`src/rtl/antares_rr_mux.sv`:
```
// Registered N-input mux with per-channel valid/ready handshakes and round-robin arbitration.
// An optional packet mode holds the grant on one channel until that channel's last beat.
module antares_rr_mux #(
  parameter int WIDTH       = 32,
  parameter int NUM_IN      = 4,
  parameter int PACKET_MODE = 0,
  localparam int SEL_W      = (NUM_IN > 2) ? $clog2(NUM_IN) : 1
) (
  input  logic                    clk,
  input  logic                    rst_n,
  input  logic [NUM_IN-1:0]       in_valid,
  input  logic [NUM_IN*WIDTH-1:0] in_data,
  input  logic [NUM_IN-1:0]       in_last,
  output logic [NUM_IN-1:0]       in_ready,
  output logic                    out_valid,
  output logic [WIDTH-1:0]        out_data,
  output logic                    out_last,
  output logic [SEL_W-1:0]        out_sel,
  input  logic                    out_ready
);

  logic             out_valid_q, out_valid_d;
  logic [WIDTH-1:0] out_data_q,  out_data_d;
  logic             out_last_q,  out_last_d;
  logic [SEL_W-1:0] out_sel_q,   out_sel_d;
  logic [SEL_W-1:0] last_grant_q, last_grant_d;
  logic             lock_q,      lock_d;
  logic [SEL_W-1:0] lock_ch_q,   lock_ch_d;

  logic             load;
  logic             grant_valid;
  logic [SEL_W-1:0] grant;
  logic             hi_found;
  logic [SEL_W-1:0] hi_idx;
  logic             lo_found;
  logic [SEL_W-1:0] lo_idx;
  logic             lock_req;
  logic [WIDTH-1:0] sel_data;
  logic             sel_last;

  // The output register takes a beat when empty or being drained this cycle.
  assign load = !out_valid_q || out_ready;

  // Round-robin search: the lowest requester above last_grant wins, otherwise
  // the lowest requester overall (the wrap-around case).
  always_comb begin
    // NOTE: every variable gets a default before any conditional assignment,
    // otherwise synthesis infers a latch for the paths that leave it unassigned.
    hi_found = 1'b0;
    hi_idx   = '0;
    lo_found = 1'b0;
    lo_idx   = '0;
    lock_req = 1'b0;
    for (int i = NUM_IN - 1; i >= 0; i--) begin
      if (in_valid[i]) begin
        if (i > int'(last_grant_q)) begin
          hi_found = 1'b1;
          hi_idx   = SEL_W'(i);
        end
        lo_found = 1'b1;
        lo_idx   = SEL_W'(i);
      end
      if (lock_ch_q == SEL_W'(i)) begin
        lock_req = in_valid[i];
      end
    end

    if (lock_q) begin
      grant_valid = lock_req;
      grant       = lock_ch_q;
    end else begin
      grant_valid = lo_found;
      grant       = hi_found ? hi_idx : lo_idx;
    end
  end

  // Only the granted channel's lane is selected, so X on other lanes is masked.
  always_comb begin
    in_ready = '0;
    sel_data = '0;
    sel_last = 1'b0;
    for (int i = 0; i < NUM_IN; i++) begin
      if (grant == SEL_W'(i)) begin
        in_ready[i] = load && grant_valid;
        sel_data    = in_data[i*WIDTH +: WIDTH];
        sel_last    = in_last[i];
      end
    end
  end

  always_comb begin
    out_valid_d  = out_valid_q;
    out_data_d   = out_data_q;
    out_last_d   = out_last_q;
    out_sel_d    = out_sel_q;
    last_grant_d = last_grant_q;
    lock_d       = lock_q;
    lock_ch_d    = lock_ch_q;
    if (load) begin
      out_valid_d = grant_valid;
      if (grant_valid) begin
        out_data_d   = sel_data;
        out_last_d   = sel_last;
        out_sel_d    = grant;
        last_grant_d = grant;
        // A beat without last opens (or keeps) a lock; a last beat releases it.
        if (PACKET_MODE != 0) begin
          lock_d    = !sel_last;
          lock_ch_d = grant;
        end
      end
    end
  end

  always_ff @(posedge clk or negedge rst_n) begin
    if (!rst_n) begin
      // NOTE: the data register is reset too, because the block must present
      // all-zero outputs while in reset rather than whatever was last loaded.
      out_valid_q  <= 1'b0;
      out_data_q   <= '0;
      out_last_q   <= 1'b0;
      out_sel_q    <= '0;
      last_grant_q <= SEL_W'(NUM_IN - 1);
      lock_q       <= 1'b0;
      lock_ch_q    <= '0;
    end else begin
      // NOTE: non-blocking assignments so every register samples pre-edge values.
      out_valid_q  <= out_valid_d;
      out_data_q   <= out_data_d;
      out_last_q   <= out_last_d;
      out_sel_q    <= out_sel_d;
      last_grant_q <= last_grant_d;
      lock_q       <= lock_d;
      lock_ch_q    <= lock_ch_d;
    end
  end

  assign out_valid = out_valid_q;
  assign out_data  = out_data_q;
  assign out_last  = out_last_q;
  assign out_sel   = out_sel_q;

endmodule
```
`config.mk`:
```
export PLATFORM = sky130hd
export DESIGN_NAME = antares_rr_mux
export DESIGN_NICKNAME = d
export VERILOG_FILES = /design/src/rtl/antares_rr_mux.sv
export SDC_FILE = /design/constraint.sdc
export NUM_CORES = 1
export LEC_CHECK = 0
export ABC_AREA = 1
export BUFFER_PORTS_ARGS = -buffer_cell sky130_fd_sc_hd__buf_2
export CORE_UTILIZATION = 43
export DETAILED_ROUTE_END_ITERATION = 8
export PLACE_DENSITY = 0.82
export REMOVE_ABC_BUFFERS = 1
export SLEW_MARGIN = 20
export SYNTH_ARGS = -nofsm -noshare
export SYNTH_HDL_FRONTEND = slang
export SYNTH_SLANG_ARGS = --single-unit
export TNS_END_PERCENT = 20
```
`constraint.sdc`:
```
create_clock -name clk -period 2.2 [get_ports clk]
set_clock_uncertainty 0.05 [all_clocks]
set_input_delay 0.44 -clock clk [delete_from_list [all_inputs] [get_ports clk]]
set_output_delay 0.44 -clock clk [all_outputs]
set_load 0.02 [all_outputs]
```
==> results.cfg <==
[outcome]
outcome = completed

[yosys]
post_synth_and_or_nand_nor_area_fraction = 0.5267
synth_area_per_cell_um2 = 6.472
synth_top_area_frac = 0.3338
synth_top_cell_by_area = sky130_fd_sc_hd__dfrtp_1
synth.top_cells.by_area = sky130_fd_sc_hd__dfrtp_1 33%, sky130_fd_sc_hd__nand2_1 14%, sky130_fd_sc_hd__nand3_1 13%
area_share_of_xor_xnor_cells_in_the_synthesized_design = 0
synth_mux_area_frac = 0
yosysSeqAreaShare = 0.3533
synthAdderAreaFrac = 0
yosys_register_bits = 38
synth_compound_area_frac = 0.03941
main_combinational_cell_family_by_area_after_synthesis = simple AND/OR/NAND/NOR gates
yosysWarnings = 0
netlist_instances = 417
ys_types = 23
synthesis.area_um2 = 2699

[cts]
ctsHoldBuffers = 0
cts_sinks = 38
cts_max_path_buffers = 2
cts.clk_slew.worst_paths_ns = 0.08
clkLatencyLatePin_ns = 0.28
cts.root.buffer_cell = sky130_fd_sc_hd__clkbuf_8
clock_tree_from_tritoncts = built
num_cts_buffers = 5
clock_tree.htree_level_count = 2

[worst_setup_path]
critical_path_class = flip-flop to output pin
crit_path_end = in_ready[0]
worst-r2r-cell-count = 9
crit_path_start = last_grant_q[1]$_DFFE_PN1P_
launch_point_of_the_worst_reg_to_reg_path = last_grant_q[1]$_DFFE_PN1P_
timing.critical_path.arrival_ns = 1.66
regToRegEndpoint = out_last$_DFFE_PN0P_
critPathSlowestCell = sky130_fd_sc_hd__dfstp_2
worstSetupEndpointType = output pin
peak_fanout_along_the_critical_path = 5
critPathLaunchType = flip-flop
r2r_setup_slack_ns = 0.22
critical_path.max_stage_delay_ns = 0.59
critical_path.cell_chain = inv_2 > nand2_2 > nand2_2 > nor2_4 > nor2_4 > nor3_4 > buf_6
critPathRequiredTime_ns = 1.71

[floorplan]
fp.dieArea_um2 = 6598
boundary_pins = 179
row_count = 28
die-height_um = 81.23
start_util = 0.4505
die-width_um = 81.23
core-area_um2 = 5991

[sta]
worstMarginPinSlew_ns = 0.4869
finalCritPeriodShare = 0.9769
max-slew-margin-rel = 0.6754
period_minus_slack_ns = 2.149
setup_viol = 0
hold_viol = 0
finalWorstSetupSlack_ns = 0.05076
unrepaired_setup_endpoints_after_global_routing = true
maxClockFrequency_mhz = 465.3
drv_slew = 0
worst_hold_slack_ns = 0.1393

[global_route]
busiest_layer = met2
grtUsageTotal = 0.2735
overflow = 0
grt_util_met3 = 0.05730
grt_start_max_net_pins = 39
groute.layer.met1.usage = 0.2930
grt_first_pass_wirelength_um = 13790
initial_antenna_violation_count = 0
first_global_vias = 3179
grt_use_met2 = 0.5277

[power]
cellLeakagePower_nw = 2.093
worst_ir_drop_vdd_uv = 413.9
power_density_nw_per_um2 = 930.5
totalPowerFinal_mw = 3.544

[drt]
post_drt_wl_per_cell_um = 13.47
antenna_violating_nets_post_route = 0
drt_drc_violations_left = 0
drt-total-wl_um = 8943
routed_via_density = 5.354
num_vias = 3555
initialDrtViolationCount = 193
drt_first_pass_iters = 5

[hold_path]
hold_class = input port to asynchronous set/reset pin

[placed_design]
pre_cts_ws_ns = 0.05944
hpwl_um = 6544
routabilityCongestion = 0.8672
count_of_port_buffers_added_during_placement = 178
dpl_cell_area_um2 = 3669

[final_layout]
most-common-layout-cells = 177 x sky130_fd_sc_hd__buf_2, 97 x sky130_fd_sc_hd__nand2_1, 88 x sky130_fd_sc_hd__nor2_1
finalNetCount = 727
drive_above_1_share = 0.3735
layout.cell_area.non_filler_um2 = 3809
final.fill_count = 574
flow.area_growth_from_synthesis_pct = 41.12
antenna_cells_inserted = 0
area.sequential_um2 = 953.4
postLayoutCoreUtil = 0.6358
multi_input_comb_area_um2 = 1563
final_common_cell = sky130_fd_sc_hd__buf_2

[flow_run]
drv.max_cap_violation_count = 0
## worst max-delay path: cells and delay by family (launching register included)
kind / cells / cell delay, ns
buffers and inverters: 2 / 0.20
flip-flops: 1 / 0.59
AND/OR/NAND/NOR: 5 / 0.58
## routing by layer
layer	part of all wire	routed length (um)
met5	0	0
met4	0.019	168
met3	0.089	796
met2	0.50	4511
met1	0.39	3466
## synthesized netlist by cell type
master                     number
sky130_fd_sc_hd__clkbuf_1      13
sky130_fd_sc_hd__nand2_1      100
sky130_fd_sc_hd__nor2_8         1
sky130_fd_sc_hd__nor3_1         1
sky130_fd_sc_hd__a21oi_1       16
sky130_fd_sc_hd__inv_2          2
sky130_fd_sc_hd__nor2_1        88
sky130_fd_sc_hd__nor2_2         1
sky130_fd_sc_hd__buf_4          5
sky130_fd_sc_hd__dfstp_2        2
sky130_fd_sc_hd__buf_1          1
sky130_fd_sc_hd__inv_4          1
sky130_fd_sc_hd__nor3_2         1
sky130_fd_sc_hd__o21ai_4        1
sky130_fd_sc_hd__buf_2         13
sky130_fd_sc_hd__nand3_1       69
sky130_fd_sc_hd__o21ai_1        1
sky130_fd_sc_hd__nor2_4         2
sky130_fd_sc_hd__o21ai_0        1
sky130_fd_sc_hd__dfrtp_1       36
sky130_fd_sc_hd__nand2_2        2
sky130_fd_sc_hd__inv_1         13
sky130_fd_sc_hd__nand4_1       47
## worst min path at each step
| stage | start | end | slack (ns) |
|---|---|---|---|
| 6_report | rst_n | out_data[19]$_DFFE_PN0P_ | 0.14 |
| 5_1_grt | rst_n | out_data[19]$_DFFE_PN0P_ | 0.19 |
| 4_1_cts | rst_n | out_data[19]$_DFFE_PN0P_ | 0.16 |
| 3_5_place_dp | out_data[26]$_DFFE_PN0P_ | out_data[26]$_DFFE_PN0P_ | 0.41 |
| 3_3_place_gp | out_data[17]$_DFFE_PN0P_ | out_data[17]$_DFFE_PN0P_ | 0.41 |
| 2_1_floorplan | rst_n | out_data[0]$_DFFE_PN0P_ | 0.09 |
## state kept, by name, summed over array words and instances (netlist names)
register	cells
last_grant_q	2
out_data	32
out_last	1
out_sel	2
out_valid	1
## power by group
part	internal, mW	switching [mW]
clock network	0.253	0.238
logic	0.695	1.28
registers	0.945	0.130
total	1.89	1.65
## through the flow
step           TNS, ns  cells
2_1_floorplan   -7.352    385
3_3_place_gp         0    655
3_5_place_dp         0    655
4_1_cts              0    663
5_1_grt        -0.1211    664
6_report             0    664
## layout make-up
class,instances,area share
multi-input combinational,331,0.4103
sequential,38,0.2503
clock buffer,7,0.02267
timing repair buffer,196,0.2743
inverter,16,0.01643
tap,75,0.02464
clock inverter,1,0.001314
## repair_timing
action / CTS / global route
pin swaps: 0 / 1
resized for setup: 8 / 2
endpoints found under the setup margin: 2 / 4
setup buffers: 0 / 1
## kinds of logic (layout without fill, tap and decap cells)
kind of cell	after synthesis	after routing
and+or+nand+nor	312	312
buffers and inverters	48	220
DFF	38	38
AOI/OAI and AO/OA	19	19
(Power assumes the default switching activity.)
